==> src/rtl/pc_fetch_unit_pkg.sv <==
// Shared definitions for the fetch stage: redirect codes, FSM states, reset vector, NOP.
package pc_fetch_unit_pkg;

  localparam logic [1:0]  BJ_SEQ   = 2'b00;
  localparam logic [1:0]  BJ_PCREL = 2'b01;
  localparam logic [1:0]  BJ_JALR  = 2'b11;

  localparam logic [31:0] RESET_VECTOR_DEFAULT = 32'h0000_0000;
  localparam logic [31:0] NOP_INSTR            = 32'h0000_0013;

  typedef enum logic {
    S_REQ,
    S_DRAIN
  } state_e;

endpackage

==> src/rtl/pc_fetch_unit_next_pc_sel.sv <==
// Redirect decode and target mux; targets are forced to word alignment.
// FETCH_MISALIGN_TRAP_EN adds the raw target and a misalignment flag.
module next_pc_sel
  import pc_fetch_unit_pkg::*;
#(
  parameter int unsigned XLEN = 32
) (
  input  logic [1:0]      bj_result_i,
  input  logic [XLEN-1:0] branch_target_i,
  input  logic [XLEN-1:0] jalr_target_i,
  output logic            redirect_o,
  output logic [XLEN-1:0] target_o
`ifdef FETCH_MISALIGN_TRAP_EN
  ,
  output logic [XLEN-1:0] target_raw_o,
  output logic            misaligned_o
`endif
);

  logic [XLEN-1:0] sel;

  always_comb begin
    redirect_o = 1'b0;
    sel        = branch_target_i;
    case (bj_result_i)
      BJ_PCREL: begin
        redirect_o = 1'b1;
        sel        = branch_target_i;
      end
      BJ_JALR: begin
        redirect_o = 1'b1;
        sel        = jalr_target_i & ~XLEN'(1);
      end
      default: ;
    endcase
  end

  assign target_o = sel & ~XLEN'(3);

`ifdef FETCH_MISALIGN_TRAP_EN
  assign target_raw_o = (bj_result_i == BJ_JALR) ? jalr_target_i : branch_target_i;
  assign misaligned_o = redirect_o && (sel[1:0] != 2'b00);
`endif

endmodule

==> src/rtl/pc_fetch_unit.sv <==
// Fetch stage: owns the PC, issues imem req/ack requests, feeds decode via valid/ready.
// Optional FETCH_MISALIGN_TRAP_EN: misaligned redirect sets o_Misaligned and halts fetch.
module pc_fetch_unit
  import pc_fetch_unit_pkg::*;
#(
  parameter int unsigned     XLEN         = 32,
  parameter logic [XLEN-1:0] RESET_VECTOR = XLEN'(RESET_VECTOR_DEFAULT)
) (
  input  logic            i_clk,
  input  logic            i_rst,
  input  logic [1:0]      i_B_J_result,
  input  logic [XLEN-1:0] i_Branch_target,
  input  logic [XLEN-1:0] i_Jalr_target,
  input  logic            i_Stall,
  output logic            o_Imem_req,
  output logic [XLEN-1:0] o_Imem_addr,
  input  logic            i_Imem_ack,
  input  logic [XLEN-1:0] i_Imem_rdata,
  output logic [XLEN-1:0] o_Instr,
  output logic [XLEN-1:0] o_Instr_pc,
  output logic            o_Instr_valid,
  input  logic            i_Id_ready,
  output logic            o_Flush
`ifdef FETCH_MISALIGN_TRAP_EN
  ,
  output logic            o_Misaligned
`endif
);

  state_e          state_q, state_d;
  logic [XLEN-1:0] pc_q, pc_d;
  logic [XLEN-1:0] drain_addr_q, drain_addr_d;
  logic [XLEN-1:0] instr_q, instr_d;
  logic [XLEN-1:0] instr_pc_q, instr_pc_d;
  logic            valid_q, valid_d;
  logic            flush_q, flush_d;
  logic            pend_q, pend_d;
  logic            run_q;
  logic            halt;
  logic            ack;
  logic            redirect;
  logic [XLEN-1:0] target;

`ifdef FETCH_MISALIGN_TRAP_EN
  logic            mis_q, mis_d;
  logic [XLEN-1:0] target_raw;
  logic            misaligned;
`endif

  next_pc_sel #(.XLEN(XLEN)) u_next_pc_sel (
    .bj_result_i     (i_B_J_result),
    .branch_target_i (i_Branch_target),
    .jalr_target_i   (i_Jalr_target),
    .redirect_o      (redirect),
    .target_o        (target)
`ifdef FETCH_MISALIGN_TRAP_EN
    ,
    .target_raw_o    (target_raw),
    .misaligned_o    (misaligned)
`endif
  );

  always_comb begin
    state_d      = state_q;
    pc_d         = pc_q;
    drain_addr_d = drain_addr_q;
    instr_d      = instr_q;
    instr_pc_d   = instr_pc_q;
    valid_d      = valid_q;
    flush_d      = 1'b0;
    o_Imem_req   = 1'b0;
    o_Imem_addr  = pc_q;
`ifdef FETCH_MISALIGN_TRAP_EN
    mis_d        = mis_q;
    halt         = mis_q;
`else
    halt         = 1'b0;
`endif

    // pend_q keeps an unacked request alive regardless of stall/backpressure
    if (state_q == S_DRAIN) begin
      o_Imem_req  = run_q && !halt;
      o_Imem_addr = drain_addr_q;
    end else begin
      o_Imem_req  = run_q && !halt &&
                    (pend_q || (!i_Stall && !(valid_q && !i_Id_ready)));
      o_Imem_addr = pc_q;
    end

    ack    = o_Imem_req && i_Imem_ack;
    pend_d = o_Imem_req && !ack;

    if (valid_q && i_Id_ready) valid_d = 1'b0;

    if (redirect && !halt) begin
      pc_d    = target;
      valid_d = 1'b0;
      flush_d = 1'b1;
      if (state_q == S_DRAIN) begin
        if (ack) state_d = S_REQ;
      end else if (o_Imem_req && !ack) begin
        state_d      = S_DRAIN;
        drain_addr_d = pc_q;
      end
`ifdef FETCH_MISALIGN_TRAP_EN
      if (misaligned) begin
        mis_d      = 1'b1;
        instr_pc_d = target_raw;
      end
`endif
    end else if (ack) begin
      if (state_q == S_DRAIN) begin
        state_d = S_REQ;
      end else begin
        instr_d    = i_Imem_rdata;
        instr_pc_d = pc_q;
        valid_d    = 1'b1;
        pc_d       = pc_q + XLEN'(4);
      end
    end
  end

  always_ff @(posedge i_clk) begin
    if (i_rst) begin
      state_q      <= S_REQ;
      pc_q         <= RESET_VECTOR;
      drain_addr_q <= RESET_VECTOR;
      instr_q      <= '0;
      instr_pc_q   <= '0;
      valid_q      <= 1'b0;
      flush_q      <= 1'b0;
      pend_q       <= 1'b0;
      run_q        <= 1'b0;
`ifdef FETCH_MISALIGN_TRAP_EN
      mis_q        <= 1'b0;
`endif
    end else begin
      state_q      <= state_d;
      pc_q         <= pc_d;
      drain_addr_q <= drain_addr_d;
      instr_q      <= instr_d;
      instr_pc_q   <= instr_pc_d;
      valid_q      <= valid_d;
      flush_q      <= flush_d;
      pend_q       <= pend_d;
      run_q        <= 1'b1;
`ifdef FETCH_MISALIGN_TRAP_EN
      mis_q        <= mis_d;
`endif
    end
  end

  assign o_Instr       = instr_q;
  assign o_Instr_pc    = instr_pc_q;
  assign o_Instr_valid = valid_q;
  assign o_Flush       = flush_q;
`ifdef FETCH_MISALIGN_TRAP_EN
  assign o_Misaligned  = mis_q;
`endif

endmodule

==> config.mk <==
export PLATFORM = sky130hd
export DESIGN_NAME = pc_fetch_unit
export DESIGN_NICKNAME = d
export VERILOG_FILES = /design/src/rtl/pc_fetch_unit_pkg.sv /design/src/rtl/pc_fetch_unit_next_pc_sel.sv /design/src/rtl/pc_fetch_unit.sv
export SDC_FILE = /design/constraint.sdc
export NUM_CORES = 1
export LEC_CHECK = 0
export ABC_CLOCK_PERIOD_IN_PS = 2200
export CORE_UTILIZATION = 46
export DETAILED_ROUTE_END_ITERATION = 12
export GPL_TIMING_DRIVEN = 0
export PLACE_DENSITY = 0.8
export SLEW_MARGIN = 15
export SYNTH_ARGS = -nofsm -noshare
export SYNTH_HDL_FRONTEND = slang
export SYNTH_HIERARCHICAL = 1
export SYNTH_SLANG_ARGS = --single-unit
==> constraint.sdc <==
create_clock -name i_clk -period 2.2 [get_ports i_clk]
set_input_delay 0.44 -clock i_clk [delete_from_list [all_inputs] [get_ports i_clk]]
set_output_delay 0.44 -clock i_clk [all_outputs]
set_load 0.01 [all_outputs]
==> flow_summary.yaml <==
detailed_routing:
  wl_um: 18500
  antenna_left: 0
  dr_total_vias: 6108
  drt-pass1-iter-count: 5
  route.detailed.drc: 0
  wire_per_inst_um: 16.1
  first_iter_violations: 433
  post_drt_via_cell_ratio: 5.31
yosys:
  synthCells: 737
  synth_top_area_share_pct: 43.3
  synthArstFlopShare_pct: 0
  yosys_warnings: 6
  synth_enable_flop_cells: 0
  seq_area_frac_synth_pct: 43.3
  syn_area_sq_mm: 0.00615
  synth_area_leaders: "dfxtp_1 (43%), nand2_1 (13%), a21oi_1 (8.4%), mux2_4 (7.3%), mux2_2 (5.5%)"
  ys_ff_latch: 133
  synth.largest_area_cell: "dfxtp_1"
  syn_area_per_cell_sq_um: 8.35
  ys_types: 54
  ys.flop_type: "dfxtp_1"
floorplanning:
  core_sq_mm: 0.0128
  io_pins: 202
  die_w_um: 118
  dieArea_sq_mm: 0.0138
  num_rows: 41
  die_y_um: 118
  initial_core_util_pct: 48.0
timing:
  setup_violations: 0
  fin_crit_sh_pct: 99.2
  slew_violations: 0
  tns_ns: 0
  rsz0062_at_grt: "yes"
  tightest_slew_ns: 0.660
  max_freq_ghz: 0.458
  hold_ws_ns: 0.451
  slew_headroom_pct: 56.0
  hold_viol: 0
  period_minus_slack_ns: 2.18
  finalClockSkew_ns: 0.00784
cts:
  tritoncts: "built"
  clock_latency_ns: 0.42
  cts-buffers-inserted: 17
  cts_num_sinks: 133
  ctsHoldBuffers: 0
  root_buffer: "clkbuf_16"
  cts.htree.levels: 4
  clk_pin_slew_ns: 0.06
  clockBufferDepth: 2
placement:
  port-buffer-count: 197
  dpl.hpwl_um: 12900
  routabilityCongestion: 0.893
pwr:
  power_frac_seq_pct: 42.1
  powerDensity_mw_per_mm2: 667
  combPwrFrac_pct: 13.8
  power_leakage_nw: 3.44
  p_switching_w: 0.00149
  switching_share_pct: 24.4
  peakVddDrop_uv: 525
  power.clock.fraction_pct: 44.1
  intPower_w: 0.00463
final_layout:
  drive_gt1_share_pct: 17.5
  finalNetCount: 1070
  fillers: 975
  ff_latch_area_sq_mm: 0.00267
  multiInputGateArea_sq_mm: 0.00328
  syn2layout_area_growth_pct: 49.1
  antenna_cells: 0
critical_path:
  start_kind: "flop"
  reg2reg_from: "pc_q[7]"
  reg2reg_depth: 7
  r2r_slack_ns: 0.02
  critPathCaptureType: "flop"
  critPathKind: "flop to flop"
  r2r-end: "pc_q[28]"
  required_ns: 2.47
  path_max_fanout: 8
  cp.arrival_ns: 2.46
grt:
  grt_pass1_wl_um: 29200
  grtUsageTotal_pct: 26.5
  grt.overflow.total: 0
  antenna_found_initial: 0
  grt_max_degree: 17
  grt_pass1_vias: 5811
hold_path:
  hold_start: "o_Instr[24]"
  hold_class: "flop to flop"
  whs_endpoint: "o_Instr[24]"
  holdPathStages: 2
status:
  status: "complete, no violations"
job:
  max-cap-violations: 0
[worst max path at each step]
stage / start / end / slack, ns
final: pc_q[7] / pc_q[28] / 0.02
after global routing: state_q / o_Instr_pc[24] / -0.05
after CTS: state_q / o_Imem_addr[11] / -0.003
after detailed placement: i_B_J_result[0] / drain_addr_q[5] / -1.09
after global placement: i_B_J_result[0] / drain_addr_q[21] / -1.06
after floorplan: pc_q[14] / pc_q[28] / 0.17
[sequential cells by signal, indices dropped and copies added (netlist names)]
name and count:
o_Instr_valid 1, state_q 1, pend_q 1, o_Flush 1
pc_q 32, o_Instr_pc 32, o_Instr 32, run_q 1
drain_addr_q 32
[kinds of logic after synthesis]
group / count (synthesis) / share of synthesized area, %
and+or+nand+nor: 305 / 22.0
AOI/OAI and AO/OA: 144 / 13.1
DFF: 133 / 43.3
buffers and inverters: 66 / 4.70
muxes: 63 / 13.3
xor gates and xnor gates: 24 / 3.42
adders and majority gates: 1 / 0.203
other: 1 / 0.0609
[cell usage in the layout (no fill, tap or decap), types with 4 or more instances in the layout]
cell,n
clkinv_2,7
clkbuf_2,18
dlygate4sd2_1,31
mux2_2,30
a211oi_1,15
dfxtp_1,127
nor2_1,24
clkbuf_1,24
nor4_2,6
xor2_1,15
o21ai_1,6
nor3_1,4
dfxtp_2,6
nand2_2,4
a21oi_1,103
nand3_1,11
nand2_1,214
clkbuf_16,19
nand4_1,14
xnor2_1,9
clkdlybuf4s50_1,163
o21ai_0,5
buf_6,4
mux2_4,30
buf_4,18
[power groups by stage]
stage,sequential (W),clock (W),combinational [W]
5_1_grt,0.00258,0.00283,0.000905
3_5_place_dp,0.00261,0,0.000830
2_1_floorplan,0.00260,0,0.000406
6_report,0.00258,0.00270,0.000847
3_3_place_gp,0.00261,0,0.000825
4_1_cts,0.00257,0.00271,0.000839
[stage by stage]
stage / power [W] / worst slack, ns / cell area, sq um / cells / util, %
finish: 0.00612 / 0.0186 / 9180 / 1150 / 71.6
global route: 0.00632 / -0.0549 / 9180 / 1150 / 71.6
CTS: 0.00611 / -0.00326 / 9100 / 1149 / 70.9
detailed placement: 0.00344 / -1.09 / 8350 / 1107 / 65.1
global placement: 0.00344 / -1.06 / 8350 / 1107 / 65.1
floorplan: 0.00300 / 0.173 / 6160 / 738 / -
[critical path: stages, from the launching register on]
cell and delay [ns]:
dfxtp_1 0.31, clkbuf_4 0.20, nand4_4 0.14, or4_4 0.58, buf_6 0.16, nor4_2 0.31, mux2i_1 0.25, o22ai_1 0.10
[routing by layer]
| layer | wire (um) | up-vias | global-route usage (%) |
|---|---|---|---|
| li1 | - | 2960 | - |
| met1 | 7930 | 2780 | 32.9 |
| met2 | 8660 | 317 | 43.3 |
| met3 | 1370 | 51 | 6.59 |
| met4 | 544 | 0 | 11.8 |
| met5 | 0 | - | 0 |
[cell usage after synthesis (all sizes together) (2+ instances only)]
master and instances:
a211oi 15, a21oi 103, a31oi 3, and3 3
buf 10, clkbuf 50, dfxtp 133, inv 5
mux2 60, mux2i 3, nand2 218, nand2b 2
nand3 11, nand4 15, nor2 26, nor2b 4
nor3 5, nor4 8, nor4b 2, o21ai 11
or3 2, or3b 2, or4 4, xnor2 9
xor2 15
[cell type report]
class,instances,area share (%)
Clock buffer,20,4.87
Inverter,6,0.286
Tap cell,172,2.34
Timing Repair Buffer,214,22.6
Clock inverter,11,1.20
Sequential cell,133,29.1
Multi-Input combinational cell,539,35.8
Buffer,55,3.87
[what timing repair did]
item | 4_1_cts | 5_1_grt
pin swaps | 4 | 1
endpoints found under the setup margin | 161 | 132
setup buffers | 12 | 5
resized for setup | 73 | 44
endpoints found under the hold margin | 0 | 0
Note: power is estimated with default switching activity, not from simulation.
